$ cat config.mk
export PLATFORM = sky130hd
export DESIGN_NAME = keypad_entry_ctrl
export DESIGN_NICKNAME = d
export VERILOG_FILES = /design/src/rtl/keypad_entry_ctrl_pkg.sv /design/src/rtl/keypad_entry_ctrl_repeat_timer.sv /design/src/rtl/keypad_entry_ctrl.sv
export SDC_FILE = /design/constraint.sdc
export NUM_CORES = 1
export LEC_CHECK = 0
export ABC_CLOCK_PERIOD_IN_PS = 3850
export CAP_MARGIN = 10
export CORE_MARGIN = 2
export CORE_UTILIZATION = 23
export CTS_BUF_LIST = sky130_fd_sc_hd__clkbuf_4 sky130_fd_sc_hd__clkbuf_8
export CTS_CLUSTER_SIZE = 8
export DETAILED_ROUTE_END_ITERATION = 7
export GPL_ROUTABILITY_DRIVEN = 0
export PLACE_DENSITY = 0.51
export SLEW_MARGIN = 0
export SYNTH_ARGS = -nofsm -noshare
export SYNTH_HDL_FRONTEND = slang
export SYNTH_SLANG_ARGS = --single-unit
$ cat constraint.sdc
create_clock -name clk -period 3.85 [get_ports clk]
set_input_delay 0.385 -clock clk [delete_from_list [all_inputs] [get_ports clk]]
set_output_delay 0.385 -clock clk [all_outputs]
set_load 0.01 [all_outputs]
$ cat src/rtl/keypad_entry_ctrl_pkg.sv
// Shared types and key decoding helpers for the keypad entry controller.
package keypad_pkg;

  typedef enum logic [1:0] {IDLE, HOLD, REPEAT} kp_state_t;

  localparam logic [3:0] KEY_ENTER = 4'hA;
  localparam logic [3:0] KEY_BKSP  = 4'hB;
  localparam logic [3:0] KEY_CLR   = 4'hC;

  function automatic logic is_digit(input logic [3:0] k);
    return (k <= 4'd9);
  endfunction

  // Only digits and backspace auto-repeat while held.
  function automatic logic can_repeat(input logic [3:0] k);
    return is_digit(k) || (k == KEY_BKSP);
  endfunction

endpackage

$ cat src/rtl/keypad_entry_ctrl_repeat_timer.sv
// Loadable down-counter with a zero flag; parks at zero until reloaded.
module keypad_repeat_timer #(
  parameter int W = 8
) (
  input  logic         clk,
  input  logic         resetN,
  input  logic         load,
  input  logic [W-1:0] load_val,
  output logic         zero
);

  logic [W-1:0] count_reg;

  always_ff @(posedge clk or negedge resetN) begin
    if (!resetN)
      count_reg <= '0;
    else if (load)
      count_reg <= load_val;
    else if (count_reg != '0)
      count_reg <= count_reg - 1'b1;
  end

  assign zero = (count_reg == '0);

endmodule

$ cat src/rtl/keypad_entry_ctrl.sv
// Keypad event sequencer with auto-repeat and a BCD digit entry buffer.
module keypad_entry_ctrl
  import keypad_pkg::*;
#(
  parameter int NUM_DIGITS   = 4,
  parameter int REPEAT_DELAY = 25_000_000,
  parameter int REPEAT_RATE  = 5_000_000
) (
  input  logic                            clk,
  input  logic                            resetN,
  input  logic [3:0]                      key,
  input  logic                            keyIsValid,
  output logic [4*NUM_DIGITS-1:0]         entry_bcd,
  output logic [$clog2(NUM_DIGITS+1)-1:0] digit_count,
  output logic [4*NUM_DIGITS-1:0]         value_bcd,
  output logic                            value_strobe,
  output logic                            key_event,
  output logic                            overflow
);

  localparam int DW   = 4 * NUM_DIGITS;
  localparam int CW   = $clog2(NUM_DIGITS + 1);
  localparam int MAXT = (REPEAT_DELAY > REPEAT_RATE) ? REPEAT_DELAY : REPEAT_RATE;
  localparam int TW   = (MAXT > 1) ? $clog2(MAXT) : 1;

  localparam logic [TW-1:0] DELAY_LOAD = TW'(REPEAT_DELAY - 1);
  localparam logic [TW-1:0] RATE_LOAD  = TW'(REPEAT_RATE - 1);
  localparam logic [CW-1:0] FULL_COUNT = CW'(NUM_DIGITS);

  logic [3:0]    key_q;
  logic          valid_q;
  kp_state_t     state_reg, state_next;
  logic [3:0]    latch_reg, latch_next;
  logic          fire;
  logic          timer_load;
  logic [TW-1:0] timer_val;
  logic          timer_zero;

  logic [DW-1:0] entry_reg, entry_next;
  logic [CW-1:0] count_reg, count_next;
  logic [DW-1:0] value_reg, value_next;
  logic          strobe_reg, strobe_next;
  logic          event_reg;
  logic          ovf_reg, ovf_next;
  logic [DW-1:0] entry_shl, entry_shr;

  always_ff @(posedge clk or negedge resetN) begin
    if (!resetN) begin
      key_q   <= 4'h0;
      valid_q <= 1'b0;
    end else begin
      key_q   <= key;
      valid_q <= keyIsValid;
    end
  end

  keypad_repeat_timer #(.W(TW)) u_timer (
    .clk      (clk),
    .resetN   (resetN),
    .load     (timer_load),
    .load_val (timer_val),
    .zero     (timer_zero)
  );

  always_ff @(posedge clk or negedge resetN) begin
    if (!resetN) begin
      state_reg <= IDLE;
      latch_reg <= 4'h0;
    end else begin
      state_reg <= state_next;
      latch_reg <= latch_next;
    end
  end

  always_comb begin
    state_next = state_reg;
    latch_next = latch_reg;
    fire       = 1'b0;
    timer_load = 1'b0;
    timer_val  = DELAY_LOAD;
    case (state_reg)
      IDLE: begin
        if (valid_q) begin
          fire       = 1'b1;
          latch_next = key_q;
          timer_load = 1'b1;
          state_next = HOLD;
        end
      end
      HOLD, REPEAT: begin
        if (!valid_q) begin
          state_next = IDLE;
        end else if (key_q != latch_reg) begin
          fire       = 1'b1;
          latch_next = key_q;
          timer_load = 1'b1;
          state_next = HOLD;
        end else if (timer_zero && can_repeat(latch_reg)) begin
          // Non-repeating keys leave the timer parked at zero until release.
          fire       = 1'b1;
          timer_load = 1'b1;
          timer_val  = RATE_LOAD;
          state_next = REPEAT;
        end
      end
      default: state_next = IDLE;
    endcase
  end

  // Per-digit shift networks: left inserts the new key at digit 0, right zero-fills the top.
  for (genvar gi = 0; gi < NUM_DIGITS; gi++) begin : g_shift
    if (gi == 0) begin : g_lo
      assign entry_shl[3:0] = latch_next;
    end else begin : g_mid
      assign entry_shl[4*gi +: 4] = entry_reg[4*(gi-1) +: 4];
    end
    if (gi == NUM_DIGITS - 1) begin : g_hi
      assign entry_shr[4*gi +: 4] = 4'h0;
    end else begin : g_low
      assign entry_shr[4*gi +: 4] = entry_reg[4*(gi+1) +: 4];
    end
  end

  always_comb begin
    entry_next  = entry_reg;
    count_next  = count_reg;
    value_next  = value_reg;
    strobe_next = 1'b0;
    ovf_next    = 1'b0;
    if (fire) begin
      if (is_digit(latch_next)) begin
        if (count_reg != FULL_COUNT) begin
          entry_next = entry_shl;
          count_next = count_reg + 1'b1;
        end else begin
          ovf_next = 1'b1;
        end
      end else begin
        case (latch_next)
          KEY_BKSP: begin
            if (count_reg != '0) begin
              entry_next = entry_shr;
              count_next = count_reg - 1'b1;
            end
          end
          KEY_CLR: begin
            entry_next = '0;
            count_next = '0;
          end
          KEY_ENTER: begin
            if (count_reg != '0) begin
              value_next  = entry_reg;
              strobe_next = 1'b1;
              entry_next  = '0;
              count_next  = '0;
            end
          end
          default: ;
        endcase
      end
    end
  end

  always_ff @(posedge clk or negedge resetN) begin
    if (!resetN) begin
      entry_reg  <= '0;
      count_reg  <= '0;
      value_reg  <= '0;
      strobe_reg <= 1'b0;
      event_reg  <= 1'b0;
      ovf_reg    <= 1'b0;
    end else begin
      entry_reg  <= entry_next;
      count_reg  <= count_next;
      value_reg  <= value_next;
      strobe_reg <= strobe_next;
      event_reg  <= fire;
      ovf_reg    <= ovf_next;
    end
  end

  assign entry_bcd    = entry_reg;
  assign digit_count  = count_reg;
  assign value_bcd    = value_reg;
  assign value_strobe = strobe_reg;
  assign key_event    = event_reg;
  assign overflow     = ovf_reg;

endmodule

* Word-level counts from Yosys, hierarchy flattened
Index checks and enable logic that the tools add are counted.
Storage, ports and cells: register bits 74, output and inout port bits 38, logic and storage cells 79, input port bits 7
Cells by class: equality and inequality tests 13, reduce and logical (&&, ||, !) cells 12, add/sub/neg operators 3, bitwise gates (word level) 1, multiplexer cells 37, $lt $le $gt $ge 2
Operators with widths (number):
- $mux 25 | 6
- $mux 16 | 4
- $pmux 16 s3 | 1
- $logic_not 25->1 | 1
- $reduce_bool 25->1 | 1
- $sub 25x1->25 const B | 1
- $eq 4x4->1 const B | 4
- $mux 3 | 4
- $mux 4 | 3
- $mux 1 | 11
- $ne 3x3->1 const B | 3
- $pmux 3 s3 | 1
- $le 4x4->1 const B | 2
- $mux 2 | 4
- $pmux 4 s2 | 1
- $reduce_and 5->1 | 1
- $ne 4x4->1 | 1
- $ne 4x4->1 const B | 1
- $pmux 2 s2 | 1
- $reduce_and 4->1 | 1
- $reduce_bool 4->1 | 1
- $add 3x1->3 const B | 1
- $reduce_bool 3->1 | 1
- $sub 3x1->3 const B | 1
- other kinds (12) | 12

* Logic depth before layout (Yosys ltp)
word-level depth 8, mapped depth 13, mapped depth without buffers 10

* Modules after synthesis
From an unflattened synthesis, not the netlist that was laid out.
Unflattened totals: cell total of the unflattened synthesis 349, area, all modules 3711.1 um^2
By module, submodules not included:
- keypad_entry_ctrl | cells an instance 199, instances 1, seq. area each 1226.2 um^2, area an instance 2293.4 um^2
- keypad_repeat_timer | cells an instance 150, instances 1, seq. area each 625.6 um^2, area an instance 1417.6 um^2

* Worst setup path after synthesis
OpenSTA, ideal clock, no wires.
kind flip-flop to flip-flop, start register u_timer.count_reg[16], end register value_reg[7], in the netlist value_bcd[7], slack 1136 ps, setup time 128 ps, stages on the path, launching flop included 9, data arrival time 2587 ps, clock period less this slack 2714 ps, cells stage by stage dfrtp_1 or4_4 nand2b_4 nor3_2 a21boi_1 or2_1 nor4_4 buf_6 mux2_1
On the way: word-level cells in the longest chain between the ends 7
RTL lines:
- start: declaration | line keypad_entry_ctrl_repeat_timer.sv:12 | logic [W-1:0] count_reg;
- start signal: assignment | line keypad_entry_ctrl_repeat_timer.sv:18 | count_reg <= load_val;
- start signal: assignment | line keypad_entry_ctrl_repeat_timer.sv:20 | count_reg <= count_reg - 1'b1;
- $logic_not 25->1 | line keypad_entry_ctrl_repeat_timer.sv:23 | assign zero = (count_reg == '0);
- $logic_and 1x1->1 | line keypad_entry_ctrl.sv:98 | end else if (timer_zero && can_repeat(latch_reg)) begin
- $mux 1 | line keypad_entry_ctrl.sv:98
- $mux 1 | line keypad_entry_ctrl.sv:93 | end else if (key_q != latch_reg) begin
- $mux 1 | line keypad_entry_ctrl.sv:91 | if (!valid_q) begin
- $pmux 1 s2 | line keypad_entry_ctrl.sv:81 | case (state_reg)
- $reduce_and 4->1 (no source line)
- end signal: assignment | line keypad_entry_ctrl.sv:175 | value_reg <= value_next;
- end: declaration | line keypad_entry_ctrl.sv:41 | logic [DW-1:0] value_reg, value_next;
No other way between the ends. A chain may end at the register's enable or synchronous reset.

* Worst setup path after layout
start register state_reg[0], end register entry_reg[14], in the netlist entry_bcd[14]
On the way: word-level cells in the longest chain between the ends 6, elaborated cells between the ends (all ways) 17
RTL lines:
- start: declaration | line keypad_entry_ctrl.sv:32 | kp_state_t state_reg, state_next;
- start signal: assignment | line keypad_entry_ctrl.sv:70 | state_reg <= state_next;
- $eq 2x1->1 or $eq 2x2->1 (tied branches) | line keypad_entry_ctrl.sv:81
- $reduce_or 2->1 | line keypad_entry_ctrl.sv:81
- $pmux 4 s2 * | line keypad_entry_ctrl.sv:81
- via latch_next[3] | line keypad_entry_ctrl.sv:33 | logic [3:0] latch_reg, latch_next;
- $le 4x4->1 or $eq 4x4->1 (tied branches) | line keypad_entry_ctrl_pkg.sv:11, keypad_entry_ctrl.sv:139
- $ne 3x3->1 (no source line) (tied with other cells)
- $reduce_and 5->1 (no source line) or $mux 16 (tied branches)
- end signal: assignment | line keypad_entry_ctrl.sv:173 | entry_reg <= entry_next;
- end: declaration | line keypad_entry_ctrl.sv:39 | logic [DW-1:0] entry_reg, entry_next;
The timed path passes the listed nets; every way through them passes the cells marked *.

==> metrics.txt <==
run status completed; Initial DRC Count 113; final setup TNS 0 ps; Num CTS Buffers 9; Reg-to-Reg Start state_reg[0]; RSZ-0062 raised after global routing no; Final Cycle Share around 79%; most used cell, CP buf_4; # diodes 0; Worst setup SP type register; Area growth, synth to finish 25.2%; slowest CP cell and2_1; Clock power frac 21.7%; Design Area, Final approximately 4500 um^2; Clk pin slew, worst setup/hold paths 80 ps; final critical-path required period ~3000 ps; CTS Sinks 74; Slowest Stage Delay on Critical Path 440 ps; main combinational cell family by area after synthesis simple AND/OR/NAND/NOR gates; CTS max path bufs 2; Warnings, synthesis 0; Total Routing Usage GR between 10% and 20%; arrival time worst endpoint 3310 ps; R2R cell count 11; Routed WL per cell 14.3 um; DP Wirelength 5.69 mm; crit path kind register to register; register area roughly 1900 um^2; Filler cells 1603; DRC 0; Clock Latency Late Sink 360 ps; CP Max Fanout 12; Pleak ~1.8 nW; via count 2654; Sequential Power Share approximately two fifths; first-pass GRT wire length 14.4 mm; Worst Max-Slew Pin Slew 953 ps; Cell Int Power 0.00202 W; Seq/Total Area, Yosys 51.7%; Syn Area/Cell 10.4 um^2; antenna violations before repair 0; Worst setup EP type register; Pwr Density ~700 nW/um^2; CTS tree yes; critical path required time just over 4000 ps; Syn Inst Count about 340; die width roughly 130 um; Hold Slack about 180 ps; worst vdd ir about 310 uV; number of vias per cell 4.53; Comb power frac 38.3%; hold crit path type input pin to async pin; final count of negative-setup-slack endpoints 0; Syn Nets approximately 360; ys async rst share 100%; PortBufs 44; Top-Level Pins 45; Multi-input gate area approximately 1600 um^2; row count 45; number of synthesized flops with an enable pin 0; post-synthesis mux area share 7.62%; grt total ovfl 0; maxcap violations 0; cts hold-fix bufs 0; Worst Clk Skew roughly 7 ps; Mapped Area between 3000 and 4000 um^2; Setup Fix Bufs, Post-CTS 0; reg2reg end entry_bcd[14]; slew margin rel. 36.5%; critical path, cell by cell ha_1 > nor2b_1 > a21oi_1 > o21a_1 > inv_1 > o21ai_1 > a311oi_1 > buf_4 > and2_1 > buf_4 > mux2i_1; fmax approximately 330 MHz; Yosys cell types 48; synthesis-stage register bit count 74; Compound-Gate Fraction of Synth Area 12.2%; initial core utilization 23.6%; DRT Pass-1 Iters 4; sw power 0.00115 W; worst reg-to-reg setup slack 820 ps; Cell Area, Placed 4260 um^2; post-CTS resize count 0; Sw Ratio 36.2%; max FFs per register 25; Fin. Hold Viols 0; vias in the first global route 2836; final net count just over 400; Simple-Gate Fraction of Synth Area 15.8%; ANT nets after route 0; final wirelength 8.40 mm; root buffer cell clkbuf_8; predominant post-synthesis flop cell dfrtp_1; Vert. Die Dim 129 um; H-tree levels 3; Synth Area in Adders approximately 2.4%; XOR/XNOR Fraction of Synth Area about 6.4%; Final Max Slew Viols 0; total die area ~17000 um^2; largest net degree at the start of global routing 75; share of layout cells above drive strength 1 10.1%; core area 15200 um^2
synthesized netlist by cell type (4+ instances only):
| library cell | number | area [um^2] |
|---|---|---|
| a21oi_1 | 33 | 165 |
| a22oi_1 | 11 | 82.6 |
| clkbuf_1 | 10 | 37.5 |
| dfrtp_1 | 74 | 1850 |
| ha_1 | 7 | 87.6 |
| inv_1 | 19 | 71.3 |
| mux2_1 | 9 | 101 |
| mux2_2 | 9 | 101 |
| mux2i_1 | 7 | 70.1 |
| nand2_1 | 30 | 113 |
| nand3_1 | 8 | 40.0 |
| nor2_1 | 25 | 93.8 |
| nor2b_1 | 5 | 31.3 |
| nor3_1 | 8 | 40.0 |
| nor4_1 | 8 | 50.1 |
| o21ai_0 | 9 | 45.0 |
| or3_1 | 4 | 25.0 |
| xnor2_1 | 16 | 140 |
| xor2_1 | 10 | 87.6 |
through the flow:
| step | setup WS (ps) | util (%) | instances | power, W |
|---|---|---|---|---|
| after CTS | 804 | 29.5 | 586 | 0.00322 |
| after floorplan | 1140 | - | 343 | 0.00192 |
| after global routing | 533 | 29.5 | 586 | 0.00342 |
| after global placement | 864 | 28.0 | 570 | 0.00249 |
| after detailed placement | 827 | 28.0 | 570 | 0.00250 |
| final | 821 | 29.5 | 586 | 0.00317 |
layout by cell type, fill, tap and decap left out, types with 3 or more instances in the layout:
| cell | instances |
|---|---|
| nor2b_1 | 5 |
| mux2_2 | 9 |
| xor2_1 | 10 |
| nand2_1 | 30 |
| buf_4 | 10 |
| ha_1 | 7 |
| clkdlybuf4s50_1 | 43 |
| inv_1 | 19 |
| o21ai_0 | 9 |
| a21oi_1 | 33 |
| nand3_1 | 8 |
| nor2_1 | 25 |
| xnor2_1 | 16 |
| nor3b_1 | 3 |
| mux2i_1 | 7 |
| clkbuf_8 | 10 |
| nor4_1 | 8 |
| nor3_1 | 8 |
| dfrtp_1 | 74 |
| a22oi_1 | 11 |
| mux2_1 | 9 |
| or3_1 | 4 |
worst max-delay path, delay by kind of cell (launching register included):
family / cells / cell delay, ps
flip-flops: 1 / 400
adder cells (fa/ha/maj): 1 / 290
multiplexers: 1 / 200
AO/OA/AOI/OAI: 4 / 750
buffers and inverters: 3 / 610
AND/OR/NAND/NOR: 2 / 700
power by group through the flow:
stage | combinational [W] | sequential [W] | clock [W]
finish | 0.00121 | 0.00127 | 0.000686
global route | 0.00135 | 0.00131 | 0.000755
CTS | 0.00123 | 0.00127 | 0.000714
detailed placement | 0.00122 | 0.00128 | 0
global placement | 0.00121 | 0.00128 | 0
floorplan | 0.000641 | 0.00128 | 0
kinds of logic (layout without fill, tap and decap cells):
logic type | after synthesis | count (layout)
adders and majority gates | 7 | 7
DFF | 74 | 74
and+or+nand+nor | 107 | 107
buffers and inverters | 33 | 88
xor gates and xnor gates | 26 | 26
AOI/OAI and AO/OA | 71 | 71
muxes | 25 | 25
layout make-up:
class                      instances  area share (%)
timing repair buffer              53            11.3
clock inverter                     6            1.98
inverter                          19            1.59
clock buffer                      10            3.07
tap                              188            5.25
sequential                        74            41.3
multi-input combinational        236            35.5
metal layers:
| metal | wire (um) | GRT usage (%) | vias to the layer above |
|---|---|---|---|
| li1 | - | - | 1296 |
| met5 | 0 | 0 | - |
| met3 | 361 | 3.66 | 7 |
| met4 | 95 | 3.07 | 0 |
| met1 | 3850 | 13.9 | 1303 |
| met2 | 4090 | 18.0 | 48 |
worst max-delay path by stage:
stage	slack (ps)	from	end	cells after the start
detailed placement	830	u_timer.count_reg[3]	value_bcd[3]	9
floorplan	1140	u_timer.count_reg[16]	value_bcd[7]	8
global route	530	state_reg[0]	entry_bcd[14]	11
CTS	800	u_timer.count_reg[12]	value_bcd[5]	9
finish	820	state_reg[0]	entry_bcd[14]	11
global placement	860	u_timer.count_reg[3]	value_bcd[5]	9
No activity file was read; power rests on OpenSTA's default activity.
